--- src/rtl/rx_pkg.sv ---
// rtl/rx_pkg.sv - shared types, constants and helpers for the rx_ctrl receiver sequencer
//
// Contents:
//   RX_WIDTH   : receiver byte width
//   rx_state_t : sequencer states WAIT/CAPTURE/ACK/RELEASE
//   sat_inc    : saturating increment for counters up to 32 bits wide
package rx_pkg;

    localparam int RX_WIDTH = 8;

    typedef enum logic [1:0] {
        WAIT    = 2'd0,
        CAPTURE = 2'd1,
        ACK     = 2'd2,
        RELEASE = 2'd3
    } rx_state_t;

    // Increment value, holding at the all-ones value of a width-bit counter.
    // Callers widen their counter to 32 bits and truncate the result back.
    function automatic logic [31:0] sat_inc(input logic [31:0] value, input int unsigned width);
        logic [31:0] max_val;
        max_val = 32'hFFFF_FFFF >> (32 - width);
        return (value == max_val) ? value : value + 32'd1;
    endfunction

endpackage

--- src/rtl/rx_fifo.sv ---
// rtl/rx_fifo.sv - synchronous circular FIFO buffering received bytes
//
// Ports:
//   clk, rst   : clock, synchronous active-high reset (flushes pointers/count)
//   push       : write push_data (ignored when full unless popping in the same cycle)
//   push_data  : entry to write
//   pop        : remove head entry (ignored when empty)
//   pop_data   : head entry; when empty, holds the most recently popped entry
//   full/empty : occupancy flags
//   count      : current occupancy, 0..DEPTH
module rx_fifo #(
    parameter int WIDTH = 8,
    parameter int DEPTH = 4
) (
    input  logic                     clk,
    input  logic                     rst,
    input  logic                     push,
    input  logic [WIDTH-1:0]         push_data,
    input  logic                     pop,
    output logic [WIDTH-1:0]         pop_data,
    output logic                     full,
    output logic                     empty,
    output logic [$clog2(DEPTH):0]   count
);

    localparam int AW = $clog2(DEPTH);
    localparam int CW = AW + 1;

    logic [WIDTH-1:0] mem [DEPTH];
    logic [AW-1:0]    wr_ptr;
    logic [AW-1:0]    rd_ptr;
    logic [CW-1:0]    count_q;
    logic [WIDTH-1:0] hold_q;
    logic             do_push;
    logic             do_pop;

    assign full     = (count_q == CW'(DEPTH));
    assign empty    = (count_q == '0);
    assign do_pop   = pop && !empty;
    // A pop in the same cycle frees a slot, so a full FIFO can still accept.
    assign do_push  = push && (!full || do_pop);
    assign count    = count_q;
    assign pop_data = empty ? hold_q : mem[rd_ptr];

    // Storage is not reset; only pointers and count define validity.
    always_ff @(posedge clk) begin
        if (do_push) begin
            mem[wr_ptr] <= push_data;
        end
    end

    always_ff @(posedge clk) begin
        if (rst) begin
            wr_ptr  <= '0;
            rd_ptr  <= '0;
            count_q <= '0;
            hold_q  <= '0;
        end else begin
            if (do_push) begin
                wr_ptr <= wr_ptr + AW'(1);
            end
            if (do_pop) begin
                rd_ptr <= rd_ptr + AW'(1);
                hold_q <= mem[rd_ptr];
            end
            case ({do_push, do_pop})
                2'b10:   count_q <= count_q + CW'(1);
                2'b01:   count_q <= count_q - CW'(1);
                default: count_q <= count_q;
            endcase
        end
    end

endmodule

--- src/rtl/rx_ctrl.sv ---
// rtl/rx_ctrl.sv - sequencing controller for the 8-bit async receiver
//
// Captures each completed receiver frame, acknowledges it, and buffers good
// bytes in a FIFO with a valid/ready consumer side. Keeps a saturating
// frame-error counter and a sticky overflow flag.
//
// Ports:
//   clk, rst      : clock, synchronous active-high reset
//   en            : block enable (forwarded as rx_en)
//   rx_en         : receiver enable, follows en
//   rx_ready      : receiver frame-complete flag
//   rx_error      : framing error, valid with rx_ready
//   rx_po         : received byte, valid with rx_ready
//   rx_busy       : receiver mid-frame status (not used for sequencing)
//   rx_data_ack   : one-cycle acknowledge returning the receiver to idle
//   out_data      : FIFO head byte
//   out_valid     : FIFO non-empty
//   out_ready     : consumer accepts head
//   fifo_count    : FIFO occupancy
//   err_count     : saturating count of errored frames
//   overflow      : sticky, a good byte was dropped on a full FIFO
//   out_err       : head entry error flag (only with RX_CTRL_KEEP_ERR_EN)
//
// Build option RX_CTRL_KEEP_ERR_EN: errored frames are queued with their
// error flag instead of being dropped.
module rx_ctrl
    import rx_pkg::*;
#(
    parameter int WIDTH     = RX_WIDTH,
    parameter int DEPTH     = 4,
    parameter int ERR_CNT_W = 8
) (
    input  logic                   clk,
    input  logic                   rst,
    input  logic                   en,
    output logic                   rx_en,
    input  logic                   rx_ready,
    input  logic                   rx_error,
    input  logic [WIDTH-1:0]       rx_po,
    input  logic                   rx_busy,
    output logic                   rx_data_ack,
    output logic [WIDTH-1:0]       out_data,
    output logic                   out_valid,
    input  logic                   out_ready,
    output logic [$clog2(DEPTH):0] fifo_count,
    output logic [ERR_CNT_W-1:0]   err_count,
    output logic                   overflow
`ifdef RX_CTRL_KEEP_ERR_EN
    ,
    output logic                   out_err
`endif
);

`ifdef RX_CTRL_KEEP_ERR_EN
    localparam int EW = WIDTH + 1;
`else
    localparam int EW = WIDTH;
`endif

    rx_state_t     state;
    logic          capture;
    logic          push;
    logic          pop;
    logic          full;
    logic          empty;
    logic [EW-1:0] push_data;
    logic [EW-1:0] head;
    logic          unused_ok;

    // rx_busy is status only; nothing in the sequencing depends on it.
    assign unused_ok = rx_busy;

    assign rx_en     = en;
    assign capture   = en && (state == CAPTURE);
    assign out_valid = !empty;
    assign pop       = out_valid && out_ready;

`ifdef RX_CTRL_KEEP_ERR_EN
    assign push      = capture && (!full || pop);
    assign push_data = {rx_error, rx_po};
    assign out_data  = head[WIDTH-1:0];
    assign out_err   = head[WIDTH];
`else
    assign push      = capture && !rx_error && (!full || pop);
    assign push_data = rx_po;
    assign out_data  = head;
`endif

    rx_fifo #(
        .WIDTH (EW),
        .DEPTH (DEPTH)
    ) u_fifo (
        .clk       (clk),
        .rst       (rst),
        .push      (push),
        .push_data (push_data),
        .pop       (pop),
        .pop_data  (head),
        .full      (full),
        .empty     (empty),
        .count     (fifo_count)
    );

    always_ff @(posedge clk) begin
        if (rst) begin
            state       <= WAIT;
            rx_data_ack <= 1'b0;
            err_count   <= '0;
            overflow    <= 1'b0;
        end else if (!en) begin
            state       <= WAIT;
            rx_data_ack <= 1'b0;
        end else begin
            case (state)
                WAIT: begin
                    rx_data_ack <= 1'b0;
                    if (rx_ready) begin
                        state <= CAPTURE;
                    end
                end
                CAPTURE: begin
                    if (rx_error) begin
                        err_count <= ERR_CNT_W'(sat_inc(32'(err_count), ERR_CNT_W));
                    end else if (full && !pop) begin
                        overflow <= 1'b1;
                    end
                    rx_data_ack <= 1'b1;
                    state       <= ACK;
                end
                ACK: begin
                    rx_data_ack <= 1'b0;
                    state       <= RELEASE;
                end
                RELEASE: begin
                    // The receiver drops rx_ready a cycle after the ack; waiting
                    // for it here keeps one frame from being captured twice.
                    rx_data_ack <= 1'b0;
                    if (!rx_ready) begin
                        state <= WAIT;
                    end
                end
                default: begin
                    rx_data_ack <= 1'b0;
                    state       <= WAIT;
                end
            endcase
        end
    end

endmodule

--- config.mk ---
export PLATFORM = sky130hd
export DESIGN_NAME = rx_ctrl
export DESIGN_NICKNAME = d
export VERILOG_FILES = /design/src/rtl/rx_pkg.sv /design/src/rtl/rx_fifo.sv /design/src/rtl/rx_ctrl.sv
export SDC_FILE = /design/constraint.sdc
export NUM_CORES = 1
export LEC_CHECK = 0
export ABC_AREA = 1
export BUFFER_PORTS_ARGS = -buffer_cell sky130_fd_sc_hd__buf_4
export CORE_MARGIN = 10
export CORE_UTILIZATION = 40
export DETAILED_ROUTE_END_ITERATION = 10
export PLACE_DENSITY_LB_ADDON = 0.08
export SLEW_MARGIN = 20
export SYNTH_ARGS = -nofsm -noshare
export SYNTH_HDL_FRONTEND = slang
export SYNTH_SLANG_ARGS = --single-unit
--- constraint.sdc ---
create_clock -name clk -period 2.5 [get_ports clk]
set_clock_uncertainty 0.1 [all_clocks]
set_input_delay 0.375 -clock clk [delete_from_list [all_inputs] [get_ports clk]]
set_output_delay 0.375 -clock clk [all_outputs]
set_load 0.02 [all_outputs]
### Word-level counts from Yosys, hierarchy flattened

Memories as Yosys holds them, arrays and structs flattened. A register that Yosys moved wholly into a read port is not among the register bits.
Index checks and enable logic that the tools add are counted.

* RAM bits: 32
* memories: 1
* output and inout bits: 23
* bits in registers: 27

Memories
* u_fifo.mem: depth 4, bits a word 8, read ports 1, clocked after memory_dff 1, write ports 1, RTL line rx_fifo.sv:29 `logic [WIDTH-1:0] mem [DEPTH];`

* add/subtract/negate cells: 5
* reductions and logical operators: 21
* bitwise logic cells: 3
* eq/ne operators: 9
* muxes and demuxes: 10

Operators by type and width (count)
* $add 8x1->8 const B: 1
* $eq 8x8->1 const B: 1
* $mux 2: 4
* $mux 8: 1
* $pmux 2 s4: 1
* $reduce_and 4->1: 2
* $logic_and 1x1->1: 7
* $eq 2x2->1 const B: 3
* $pmux 3 s2: 1
* $add 2x1->2 const B: 2
* $eq 2x1->1 const B: 2
* $logic_not 1->1: 4
* $ne 2x2->1 const B: 2
* $add 3x1->3 const B: 1
* $eq 3x3->1 const B: 1
* $logic_not 3->1: 1
* $not 1->1: 3
* $reduce_or 3->1: 1
* $sub 3x1->3 const B: 1
* $logic_not 2->1: 1
* $logic_or 1x1->1: 2
* $mux 1: 2
* $pmux 1 s2: 1
* $reduce_and 2->1: 1
* other kinds (2): 2

### Logic depth before layout (Yosys ltp)

* word-level depth: 8
* gate-level depth with buffers: 13
* mapped depth without buffers: 13

### Cells and area by module

Synthesis repeated with hierarchy kept, for this count alone.

* cell total of the unflattened synthesis: 305
* area, all modules: 2844.0 sq um

Modules (own cells, without submodules)
* rx_fifo: seq. area each 1301.2 sq um, cells each 191, area each 2058.2 sq um, instances 1
* rx_ctrl: seq. area each 240.2 sq um, cells each 114, area each 785.8 sq um, instances 1

### Worst setup path before layout

No wires, ideal clock.

* path kind: reg-to-reg
* start: register u_fifo.count_q[0], in the netlist u_fifo.count[0]
* end: register u_fifo.count_q[2], in the netlist u_fifo.count[2]
* setup time: 0.113 ns
* setup slack: 0.337 ns
* cell stages (with the launch flop): 13
* path buffers: 1
* arrival time: 1.950 ns
* cell sequence: dfxtp_1 > nor2_8 > nand2_8 > nand2_8 > inv_4 > buf_12 > ha_1 > inv_1 > fa_1 > a21oi_1 > o21ai_0 > nor2_1 > nor2_1

* longest elaborated chain between the ends: 8

Ends and longest elaborated chain
* start: declaration: RTL line rx_fifo.sv:32 `logic [CW-1:0] count_q;`
* start signal: assignment: RTL line rx_fifo.sv:67 `2'b10: count_q <= count_q + CW'(1);`
* start signal: assignment: RTL line rx_fifo.sv:68 `2'b01: count_q <= count_q - CW'(1);`
* start signal: assignment: RTL line rx_fifo.sv:69 `default: count_q <= count_q;`
* $logic_not 3->1 *: RTL line rx_fifo.sv:38 `assign empty = (count_q == '0);`
* $logic_not 1->1 *: RTL line rx_ctrl.sv:75 `assign out_valid = !empty;`
* net out_valid: RTL line rx_ctrl.sv:43 `output logic out_valid,`
* $logic_and 1x1->1: RTL line rx_ctrl.sv:76 `assign pop = out_valid && out_ready;`
* $logic_and 1x1->1 *: RTL line rx_fifo.sv:39 `assign do_pop = pop && !empty;`
* net u_fifo.do_pop: RTL line rx_fifo.sv:35 `logic do_pop;`
* $logic_or 1x1->1: RTL line rx_fifo.sv:41 `assign do_push = push && (!full || do_pop);`
* $logic_and 1x1->1: RTL line rx_fifo.sv:41
* $eq 2x1->1 or $eq 2x2->1 (tied branches): RTL line rx_fifo.sv:66 `case ({do_push, do_pop})`
* $pmux 3 s2 or $reduce_bool 2->1 (tied branches)

Mark *: on every way through the listed nets, which the timed path passes. The rest lies on a longest branch.
A chain may end at the register's enable or synchronous reset.

==> summary.txt <==
Run status
  – Status: finished clean

Logic synthesis
  – Register bit total from synthesis: 61
  – Synth Area per Inst: 9.23 um2
  – Syn Nets: 331
  – Synth async-reset ratio: 0%
  – Register area share after synthesis: 55.1%
  – Mapped Cells: 303
  – Largest family of logic cells by synthesized area: simple AND/OR/NAND/NOR gates
  – Post-synthesis adder-cell area fraction: 6.09%
  – Post-Synth Simple-Gate Area: 21.0%
  – Post-Synth XOR/XNOR Area: 0%
  – Synth Cell Area: 2800 um2
  – Synth Warn #: 0
  – EDFF count, synth: 32
  – Post-synth cell types: 27
  – Post-synthesis mux area share: 0%
  – Synth Area in Compound Gates: 11.4%
  – Most used DFF post-synth: edfxtp_1

Worst setup path
  – Crit Path Category: reg2out
  – Crit path to: out_data[7]
  – Launching point of the worst reg2reg path: state[1]
  – Crit start category: flip-flop
  – RR Endpoint: u_fifo.count[2]
  – Req. time, crit path: 2.03 ns
  – Worst-path fanout max: 9
  – R2r setup slk: 0.31 ns
  – CP Capture Type: primary output
  – WP data arrival: 1.80 ns
  – R2R cell count: 13

STA
  – Fmax achieved: 0.439 GHz
  – Slew Limit Fails: 0
  – Measured slew at the worst slew-check pin: 0.431 ns
  – Rel. slew slack: 71.2%
  – Final Hold Viols: 0
  – Setup TNS Final: 0 ns
  – Setup Viol. Count Final: 0
  – Final critical-path required period: 2.28 ns
  – RSZ-0062 raised after global routing: no
  – Fin worst setup slack: 0.220 ns
  – Final period util: 91.2%

Pwr
  – Net Sw Power: 543 uW
  – Logic pwr share: 10.3%
  – Seq pwr share: 53.1%
  – Leakage: 1.33 nW
  – Power Dens Cells: 611 nW/um2
  – Peak VDD IR: 0.403 mV
  – Clock share of power: 36.6%
  – Sw frac: 26.5%
  – P_int: 1.50 mW

Global routing
  – Total GRT Usage: 11.2%
  – Vias in the first global route: 1983
  – Residual overflow from global routing: 0
  – Pin count of the biggest net entering global routing: 17
  – Initial antenna violation count: 0
  – First-pass GRT wire length: 9.85 mm

Clock network
  – Cts hold-fix bufs: 0
  – CTS tree: done
  – # Post-CTS Setup Buffers: 0
  – CTS sink cnt: 61
  – Num CTS Buffers: 9
  – Post-CTS sizing: 0
  – Worst-Skew Late Latency: 0.33 ns
  – Root buffer cell: clkbuf_8
  – CTS clock-pin slew for the worst setup and hold paths: 0.07 ns
  – CTS Buffer Depth: 2
  – CTS H-Tree Depth: 3

Final layout
  – Ant diodes: 0
  – Layout net count: 377
  – Commonest cells after routing, fill and taps aside: 68 x nor2_1, 43 x buf_4, 41 x nand2_1
  – Commonest non-fill, non-tap cell in the layout: nor2_1
  – Final Util: 49.3%
  – Layout area overhead: 19.8%
  – Number of filler cells placed in the layout: 649
  – Layout cells sized above 1: 21.8%

Route
  – Antenna-violating nets left: 0
  – Vias/cell: 4.63
  – Initial DRC count: 99
  – # DRC: 0
  – DR pass1 iterations: 5
  – Routed length per placed instance: 13.1 um
  – Total via count in the routed design: 2082
  – Detailed Route WL: 5.87 mm

Place
  – Placer congestion estimate: 0.787
  – DP HPWL: 4.12 mm
  – Dpl ws: 0.299 ns
  – I/O Buffers: 36

Die
  – # IOs: 38
  – Die width: 104 um
  – Die Height: 104 um
  – Core area: 6790 um2
  – Rows: 30
  – Initial Util: 41.2%
  – Die area: 10700 um2

Worst hold path
  – Hold Path Class: in2reg

Job
  – Max Cap Viol: 0
## per-stage QoR
step	hold WS, ns	total power, mW	cells	instance area, um2
after global placement	0.345	1.32	434	3180
final	0.138	2.05	450	3350
after global routing	0.123	2.14	450	3350
after floorplan	0.336	1.24	303	2800
after CTS	0.126	2.07	450	3350
after detailed placement	0.347	1.32	434	3180
## flip-flops by register name, summed over array words and instances (netlist names), named ones only
register	flops
u_fifo.mem	32
u_fifo.rd_ptr	2
u_fifo.count	3
state	2
rx_data_ack	1
u_fifo.wr_ptr	2
u_fifo.hold_q	8
err_count	8
overflow	1
## metal layers
metal  vias up  track usage [%]  wire length (um)
met5         -                0                 0
met4         0             4.54                87
met3         7             2.97               175
met2        26             15.9              2600
met1       958             15.5              3010
li1       1091                -                 -
## cell families after synthesis
kind of cell    after synthesis
simple gates                134
flops                        61
compound gates               55
buf+inv                      40
fa+ha+maj                    13
## area by class of cell
class                           instances  area (um2)  share of cell area, %
Sequential cell                        61        1540                   46.0
Multi-Input combinational cell        202        1080                   32.2
Timing Repair Buffer                   43         323                   9.63
Clock buffer                            9         124                   3.70
Inverter                               32         123                   3.66
Tap cell                               96         120                   3.58
Clock inverter                          7        42.5                   1.27
## worst max-delay path, stage by stage, from the launching register on
cell and delay [ns]:
dfxtp_1 0.42, inv_1 0.26, o21ai_0 0.14, o22ai_1 0.35
nand2_1 0.09, nand2_1 0.07, buf_4 0.13
## synthesized netlist by cell type, types with 2 or more instances
cell type,n,share of area [%]
dfxtp_1,29,21
o22ai_1,8,1.8
inv_2,4,0.54
o21ai_1,10,1.8
ha_1,12,5.4
clkbuf_1,2,0.27
nand2_1,41,5.5
nand2_8,2,1.4
a21oi_1,10,1.8
buf_2,4,0.72
o21ai_0,18,3.2
clkinv_1,3,0.40
inv_1,24,3.2
nand2_2,2,0.45
nor2_1,68,9.1
edfxtp_1,32,34
nand3_1,14,2.5
nand4_1,4,0.89
o21ai_2,8,2.5
## power groups by stage
stage                     registers, mW  clock network (mW)  logic (mW)
final                              1.09               0.750       0.211
after global routing               1.09               0.815       0.235
after CTS                          1.09               0.769       0.214
after detailed placement           1.11                   0       0.213
after global placement             1.11                   0       0.211
after floorplan                    1.11                   0       0.130
## how the worst min path moves through the flow
stage	depth (start not counted)	start	slack (ns)	to
floorplan	2	u_fifo.rd_ptr[1]	0.34	flip-flop
global placement	2	u_fifo.rd_ptr[1]	0.35	u_fifo.rd_ptr[1]
detailed placement	2	u_fifo.rd_ptr[1]	0.35	u_fifo.rd_ptr[1]
CTS	1	rx_po[5]	0.13	u_fifo.mem[1][5]
global route	1	rx_po[5]	0.12	u_fifo.mem[3][5]
finish	1	rx_po[5]	0.14	u_fifo.mem[0][5]
(Power assumes the default switching activity.)
